<file path="config.mk">
export PLATFORM = sky130hd
export DESIGN_NAME = instr_encoder_flat
export DESIGN_NICKNAME = d
export VERILOG_FILES = /design/src/rtl/isa_pkg.sv /design/src/rtl/instr_encoder_if.sv /design/src/rtl/instr_pack.sv /design/src/rtl/instr_encoder.sv /design/src/flat_wrapper.sv
export SDC_FILE = /design/constraint.sdc
export NUM_CORES = 1
export LEC_CHECK = 0
export ABC_AREA = 1
export BUFFER_PORTS_ARGS = -buffer_cell sky130_fd_sc_hd__clkbuf_2
export CAP_MARGIN = 10
export CORE_MARGIN = 2
export CORE_UTILIZATION = 49
export DETAILED_ROUTE_END_ITERATION = 8
export PLACE_DENSITY_LB_ADDON = 0.25
export RECOVER_POWER = 100
export REMOVE_ABC_BUFFERS = 1
export SLEW_MARGIN = 20
export SYNTH_ARGS = -nofsm -noshare
export SYNTH_HDL_FRONTEND = slang
export SYNTH_SLANG_ARGS = --single-unit
</file>
<file path="constraint.sdc">
create_clock -name clk -period 5 [get_ports clk]
set_input_delay 1 -clock clk [delete_from_list [all_inputs] [get_ports clk]]
set_output_delay 1 -clock clk [all_outputs]
set_load 0.03 [all_outputs]
</file>
<file path="src/rtl/isa_pkg.sv">
// isa_pkg: opcodes, field positions, word formats and encoder FSM states shared by encoder and decode.
// No ports; OP_MAX marks the highest legal opcode.
package isa_pkg;
   localparam logic [5:0] OP_MOVI = 6'd0;
   localparam logic [5:0] OP_MOV  = 6'd1;
   localparam logic [5:0] OP_LOAD = 6'd2;
   localparam logic [5:0] OP_STORE = 6'd3;
   localparam logic [5:0] OP_ADD  = 6'd4;
   localparam logic [5:0] OP_SUB  = 6'd5;
   localparam logic [5:0] OP_NEG  = 6'd6;
   localparam logic [5:0] OP_MUL  = 6'd7;
   localparam logic [5:0] OP_DIV  = 6'd8;
   localparam logic [5:0] OP_OR   = 6'd9;
   localparam logic [5:0] OP_XOR  = 6'd10;
   localparam logic [5:0] OP_NAND = 6'd11;
   localparam logic [5:0] OP_NOR  = 6'd12;
   localparam logic [5:0] OP_XNOR = 6'd13;
   localparam logic [5:0] OP_NOT  = 6'd14;
   localparam logic [5:0] OP_LLSH = 6'd15;
   localparam logic [5:0] OP_LRSH = 6'd16;
   localparam logic [5:0] OP_MAX  = 6'd16;
   localparam int OPC_LSB      = 26;
   localparam int RD2_LSB      = 21;
   localparam int RD1_LSB      = 16;
   localparam int IMM_LSB      = 0;
   localparam int RS2_LSB      = 0;
   localparam int MADDR_LD_LSB = 0;
   localparam int MADDR_ST_LSB = 18;
   localparam int RS2_R4_LSB   = 5;
   localparam int RS1_LSB      = 0;
   typedef enum logic [2:0] {FMT_IMM, FMT_RR, FMT_LD, FMT_ST, FMT_R4} fmt_t;
   typedef enum logic [2:0] {S_IDLE, S_ACCEPT, S_WRITE, S_DONE, S_FULL} enc_state_t;
   function automatic fmt_t fmt_of(input logic [5:0] op);
      return op == OP_MOVI ? FMT_IMM :
             op == OP_MOV ? FMT_RR :
             op == OP_LOAD ? FMT_LD :
             op == OP_STORE ? FMT_ST : FMT_R4;
   endfunction
endpackage

</file>
<file path="src/rtl/instr_encoder_if.sv">
// instr_encoder_if: field-bundle valid/ready channel into the encoder.
// Signals: in_valid, in_ready, in_last, op, rd2, rd1, rs2, rs1, imm, maddr.
// master = host driving bundles; slave = encoder.
interface instr_encoder_if;
   logic        in_valid;
   logic        in_ready;
   logic        in_last;
   logic [5:0]  op;
   logic [4:0]  rd2;
   logic [4:0]  rd1;
   logic [4:0]  rs2;
   logic [4:0]  rs1;
   logic [15:0] imm;
   logic [7:0]  maddr;
   modport master (output in_valid, in_last, op, rd2, rd1, rs2, rs1, imm, maddr, input in_ready);
   modport slave (input in_valid, in_last, op, rd2, rd1, rs2, rs1, imm, maddr, output in_ready);
endinterface

</file>
<file path="src/rtl/instr_pack.sv">
// instr_pack: combinational map of opcode plus fields to {legal, 32-bit instruction word}.
// Ports: op/rd2/rd1/rs2/rs1/imm/maddr in; legal, word out. Unlisted word bits are 0.
module instr_pack
   import isa_pkg::*;
(
   input  logic [5:0]  op,
   input  logic [4:0]  rd2,
   input  logic [4:0]  rd1,
   input  logic [4:0]  rs2,
   input  logic [4:0]  rs1,
   input  logic [15:0] imm,
   input  logic [7:0]  maddr,
   output logic        legal,
   output logic [31:0] word
);
   always_comb begin
      word = '0;
      word[OPC_LSB +: 6] = op;
      case (fmt_of(op))
         FMT_IMM: begin word[RD2_LSB +: 5] = rd2; word[IMM_LSB +: 16] = imm; end
         FMT_RR:  begin word[RD2_LSB +: 5] = rd2; word[RS2_LSB +: 5] = rs2; end
         FMT_LD:  begin word[RD2_LSB +: 5] = rd2; word[MADDR_LD_LSB +: 8] = maddr; end
         FMT_ST:  begin word[MADDR_ST_LSB +: 8] = maddr; word[RS2_LSB +: 5] = rs2; end
         default: begin
            word[RD2_LSB +: 5] = rd2;
            word[RD1_LSB +: 5] = rd1;
            word[RS2_R4_LSB +: 5] = rs2;
            word[RS1_LSB +: 5] = rs1;
         end
      endcase
      legal = op <= OP_MAX;
   end
endmodule

</file>
<file path="src/rtl/instr_encoder.sv">
// instr_encoder: encodes field bundles and writes them sequentially into instruction memory.
// Ports: clk, rst (async active-high), start, bus (instr_encoder_if.slave),
//   imem_we/imem_addr/imem_wdata write port, wr_count, done, full, err_illegal, checksum.
// Optional macro ENC_CHECKSUM_EN: rotate-left-1/XOR checksum of written words; otherwise checksum = 0.
module instr_encoder
   import isa_pkg::*;
#(
   parameter int ADDR_W = 8
) (
   input  logic              clk,
   input  logic              rst,
   input  logic              start,
   instr_encoder_if.slave    bus,
   output logic              imem_we,
   output logic [ADDR_W-1:0] imem_addr,
   output logic [31:0]       imem_wdata,
   output logic [ADDR_W:0]   wr_count,
   output logic              done,
   output logic              full,
   output logic              err_illegal,
   output logic [31:0]       checksum
);
   enc_state_t state, next;
   logic [ADDR_W-1:0] ptr;
   logic [ADDR_W:0] cnt;
   logic [31:0] word_q, pword;
   logic last_q, legal, hs;
   instr_pack u_pack (
      .op(bus.op), .rd2(bus.rd2), .rd1(bus.rd1), .rs2(bus.rs2), .rs1(bus.rs1),
      .imm(bus.imm), .maddr(bus.maddr), .legal(legal), .word(pword)
   );
   // start wins over a coincident bundle
   assign hs = state == S_ACCEPT && bus.in_valid && !start;
   always_comb begin
      next = state;
      case (state)
         S_ACCEPT: next = hs && legal ? S_WRITE : S_ACCEPT;
         S_WRITE:  next = start ? S_ACCEPT : last_q ? S_DONE : &ptr ? S_FULL : S_ACCEPT;
         default:  next = start ? S_ACCEPT : state;
      endcase
   end
   always_ff @(posedge clk or posedge rst) begin
      if (rst) begin
         state <= S_IDLE;
         ptr <= '0;
         cnt <= '0;
         word_q <= '0;
         last_q <= 1'b0;
         err_illegal <= 1'b0;
      end else begin
         state <= next;
         err_illegal <= hs && !legal;
         if (hs && legal) begin
            word_q <= pword;
            last_q <= bus.in_last;
         end
         // pointer saturates at the top address; only start brings it back to 0
         if (state == S_WRITE) begin
            ptr <= start ? '0 : &ptr ? ptr : ptr + 1'b1;
            cnt <= start ? '0 : cnt + 1'b1;
         end else if (start) begin
            ptr <= '0;
            cnt <= '0;
         end
      end
   end
   assign bus.in_ready = state == S_ACCEPT;
   assign imem_we = state == S_WRITE;
   assign imem_addr = ptr;
   assign imem_wdata = word_q;
   assign wr_count = cnt;
   assign done = state == S_DONE;
   assign full = state == S_FULL;
`ifdef ENC_CHECKSUM_EN
   logic [31:0] cs;
   always_ff @(posedge clk or posedge rst) begin
      if (rst) cs <= '0;
      else if (start) cs <= '0;
      else if (state == S_WRITE) cs <= {cs[30:0], cs[31]} ^ word_q;
   end
   assign checksum = cs;
`else
   assign checksum = '0;
`endif
endmodule

</file>
<file path="src/flat_wrapper.sv">
// flat-port wrapper written by rule: the top's interface ports become plain ports
module instr_encoder_flat import isa_pkg::*;
#(
   parameter int ADDR_W = 8
)
  (clk, rst, start, imem_we, imem_addr, imem_wdata, wr_count, done, full, err_illegal, checksum, bus_in_valid, bus_in_last, bus_op, bus_rd2, bus_rd1, bus_rs2, bus_rs1, bus_imm, bus_maddr, bus_in_ready);
  instr_encoder_if bus_i ();
  input  logic clk;
  input  logic rst;
  input  logic start;
  output logic imem_we;
  output logic [ADDR_W-1:0] imem_addr;
  output logic [31:0] imem_wdata;
  output logic [ADDR_W:0] wr_count;
  output logic done;
  output logic full;
  output logic err_illegal;
  output logic [31:0] checksum;
  input wire logic [$bits(bus_i.in_valid)-1:0] bus_in_valid;
  input wire logic [$bits(bus_i.in_last)-1:0] bus_in_last;
  input wire logic [$bits(bus_i.op)-1:0] bus_op;
  input wire logic [$bits(bus_i.rd2)-1:0] bus_rd2;
  input wire logic [$bits(bus_i.rd1)-1:0] bus_rd1;
  input wire logic [$bits(bus_i.rs2)-1:0] bus_rs2;
  input wire logic [$bits(bus_i.rs1)-1:0] bus_rs1;
  input wire logic [$bits(bus_i.imm)-1:0] bus_imm;
  input wire logic [$bits(bus_i.maddr)-1:0] bus_maddr;
  output wire logic [$bits(bus_i.in_ready)-1:0] bus_in_ready;
  assign bus_i.in_valid = bus_in_valid;
  assign bus_i.in_last = bus_in_last;
  assign bus_i.op = bus_op;
  assign bus_i.rd2 = bus_rd2;
  assign bus_i.rd1 = bus_rd1;
  assign bus_i.rs2 = bus_rs2;
  assign bus_i.rs1 = bus_rs1;
  assign bus_i.imm = bus_imm;
  assign bus_i.maddr = bus_maddr;
  assign bus_in_ready = bus_i.in_ready;
  instr_encoder #(.ADDR_W(ADDR_W)) u_core (.clk(clk), .rst(rst), .start(start), .bus(bus_i), .imem_we(imem_we), .imem_addr(imem_addr), .imem_wdata(imem_wdata), .wr_count(wr_count), .done(done), .full(full), .err_illegal(err_illegal), .checksum(checksum));
endmodule
</file>
==> results.txt <==
- Total routing usage reported by global routing: around 20%
- In this run, the combinational gates consume between 30% and 40% of the power.
* Arrival time reported for the critical path endpoint: around 3.3 ns
- Mux contribution to synthesized area: 0%
* Sequential fraction of the synthesis area: a little over two fifths
* Share of layout cells above drive strength 1: ~15%
- Worst flop-to-flop path endpoint: u_core.state[0]
* WL final: about 7200 µm
* Resized cells post-CTS: 0
* Per-instance average area after synthesis: between 7 and 8 µm²
- Nets@finish: 580
* Commonest cells after routing, fill and taps aside: nand2_1, clkbuf_1, dfrtp_1, clkbuf_2, inv_1
- Largest stage delay on the critical path: 0.85 ns
- Cell count after synthesis: 420
* CP endpoint kind: register
- Highest attainable clock frequency: approximately 330 MHz
- The critical path in this run is classified as primary input to register.
- Reg-to-reg slack, setup: 2.62 ns
- Worst hold path startpoint: u_core.imem_wdata[29]
* Clock network fraction of design power: a little under a quarter
- Sinks on Clock Net: 54
- Counting instances, the worst hold path has a depth of 2.
* DIE WIDTH: ~84 µm
- Chip height: ~84 µm
- Count of buffer and inverter cells on the critical path: 3
- Met2 wire length: around 3500 µm
- STA classifies the critical path startpoint as a primary input.
- Total power per unit cell area: just over 400 nW/µm²
- In this run the core area contains 29 standard-cell rows.
* Final setup violating endpoints: 0
- Largest family of logic cells by synthesized area: simple AND/OR/NAND/NOR gates
- After Yosys synthesis, full adders, half adders and majority gates account for 0.8045% of the synthesized area.
- Detailed router's first-iteration violation count: about 110
* Leading post-synthesis cells by cell area: dfrtp_1, nand2_1, buf_4
* TritonCTS clock tree: done
- P_leak: just under 2 nW
- Once layout is complete, the cells apart from fillers number 601.
- The largest total area in the synthesized netlist belongs to dfrtp_1.
* Count of pins over their slew limit: between 100 and 150
- The clock reaches the later pin of the worst-skew pair after slightly above 0.3 ns.
- Reg power frac: 41.2%
- Total design power: about 1.5 mW
- Deepest clock path buffer count: 2
- Worst slew margin relative to its limit: -55.58%
- After detailed routing, the average wire length per cell comes to between 10 and 15 µm.
- Worst hold-check path type: register to register
- Total of max-cap violations: 2
* DPL Wire Length: roughly 5400 µm
- Number of antenna repair diodes: 0
- Failing checks: max-capacitance violations, max-slew violations
* Core area: 6241 µm²
* Number of design rule violations left after detail routing: 0
* Count of buffers from port buffering: 108
* Number of buffers added to fix hold violations after cts: 0
* Skew final: 0.007473 ns
- Detailed-route via count: a little under 3000
- Walking the worst path, the cells encountered are clkbuf_1 > inv_1 > nand2_1 > nor2_2 > nand2_1 > inv_4 > o21ai_0.
- The number of global-route vias before repair is between 2000 and 3000.
- Number of primary I/O pins: roughly 140
- Met1 Routed Length: ~3100 µm
- Post-synthesis register bit count: 54
- Post-synthesis share of cell area spent on and, or, nand and nor gates: ~31%
- Distinct cell type count after synthesis: 31
- Synth warn: 0
- Number of nets with antenna violations after routing: 0
- The critical path crosses 7 cells after its start point.
- Clock-pin slew was measured on the worst setup and hold paths at around 0.10 ns.
- Result of the run: complete, but fails checks
* Fin crit period: a little over 3 ns
- Net load switching power: 0.6199 mW
- The number of clock buffers added by TritonCTS is 5.
- Post-layout utilization of the core: just under 60%
* Startpoint of the worst-slack reg-to-reg timing path: u_core.state[1]
- In the detailed route, the total length drawn on met3 is slightly below 600 µm.
- Share of the synthesized area in the top cell type: between 40% and 50%
- The floorplan step defined a die boundary enclosing between 7000 and 8000 µm².
- Summing the areas of all xor and xnor instances in the mapped netlist gives 0% of the synthesized area.
* Family with the most delay on the worst path: simple AND/OR/NAND/NOR gates
- Setup tns final: 0 ns
* Overflow left after global routing: 0
* Most frequent cell on the critical path: nand2_1
- Initial Util: 49.84%
- The path with the worst hold slack has its endpoint at u_core.imem_wdata[29].
- Data on the critical path is required at its endpoint by a little over 5 ns.
- Post-CTS timing repair inserted 0 buffers for setup.
- At the end of routability-driven placement, the weighted congestion stood at between 0.8 and 0.9.
- Worst Reg-to-Reg Cells: 6
- Leaving out fill and tap cells, the most frequent cell in the layout is nand2_1.
- Pin count of the biggest net entering global routing: 55
* H-tree lvl count: 2
* Switching portion of total power: roughly two fifths
- The tree is rooted in a clkbuf_8.
- Crit Path Max Fanout: 50
- The slowest stage of the critical path belongs to the cell nand2_1.
- Internal power summed over all cells: roughly 0.88 mW
- Global-route wire length before repair: around 12000 µm
* Part of the cycle the worst path needs: 61.27%
- The initial antenna violation count is 0.
- Vias per inst: about 4.8
- For the pin with the worst max-slew slack, the measured transition is about 2.3 ns.
- Count of placed standard cells including taps: slightly below 600
- The synthesized netlist devotes under 10% of its cell area to compound gates.
- The hold violation count in the final report came to 0.
* Worst-case vdd ir drop: roughly 0.23 mV
* Netlist area before placement: 3110 µm²
* Layout Area Growth over Synthesis: 15.81%
- Setup repair after global routing left no endpoint under its margin.
- The pre-antenna-repair detailed-routing pass consisted of 4 iterations.
* Top layer reached by signal wires: met4
-- power groups by stage --
stage / logic [mW] / clock network [mW] / registers (mW)
2_1_floorplan: 0.184 / 0 / 0.815
3_3_place_gp: 0.552 / 0 / 0.625
3_5_place_dp: 0.560 / 0 / 0.622
4_1_cts: 0.559 / 0.364 / 0.618
5_1_grt: 0.567 / 0.381 / 0.629
6_report: 0.523 / 0.357 / 0.617
-- routing by layer --
layer | global-route usage (%) | vias up
met4 | 4.692 | 0
met2 | 33.89 | 118
met5 | 0 | -
li1 | - | 1468
met3 | 4.352 | 5
met1 | 27.12 | 1322
-- worst min-delay path: cells and delay by family, from the launching register on --
| kind | cells | cell delay [ns] |
|---|---|---|
| flops | 1 | 0.35 |
| simple gates | 2 | 0.11 |
-- area by class of cell --
class | instances | area [µm²]
multi-input combinational | 309 | 1368
timing repair buffer | 108 | 471.7
clock inverter | 2 | 60.06
sequential | 54 | 1351
inverter | 45 | 172.7
fill | 653 | 2639
tap | 77 | 96.34
clock buffer | 6 | 82.58
-- registers in the layout (all words and copies together), names as in the netlist --
name and cells:
u_core.imem_wdata 32, u_core.wr_count 9, u_core.imem_addr 8, u_core.state 3, u_core.err_illegal 1, u_core.last_q 1
-- cells in the mapped netlist --
cell      count
nand2_1     145
dfrtp_1      54
inv_1        39
buf_4        35
o21ai_0      25
nor2_1       23
nand3_1      21
a21oi_1      11
nand4_1      11
o21ai_1       7
nor3_1        6
buf_2         5
inv_2         5
nand2_2       4
nor2_2        4
nand3_2       3
o211ai_1      3
or2_2         3
a21boi_0      2
buf_6         2
ha_1          2
a22o_1        1
and3_1        1
clkbuf_1      1
conb_1        1
inv_4         1
nand2_4       1
nor2_4        1
nor3b_1       1
o21bai_1      1
o22ai_1       1
-- worst max-delay path by stage --
stage | start | end
2_1_floorplan | rst | u_core.err_illegal
3_3_place_gp | start | u_core.imem_wdata[6]
3_5_place_dp | start | u_core.state[0]
4_1_cts | u_core.state[0] | imem_we
5_1_grt | start | u_core.imem_wdata[5]
6_report | start | u_core.state[0]
-- cell families after synthesis --
group                    count (synthesis)
buffers and inverters                   88
other                                    1
AO/OA/AOI/OAI                           51
flip-flops                              54
adder cells (fa/ha/maj)                  2
AND/OR/NAND/NOR                        224
-- stage by stage --
stage,worst slack [ns],hold WS (ns),area [µm²]
CTS,2.362,0.4922,3695
finish,1.937,0.4916,3602
global route,1.620,0.5096,3602
floorplan,2.685,0.4822,2913
detailed placement,2.535,0.4682,3552
global placement,2.574,0.4682,3550
Power figures use the tool's default switching activity.
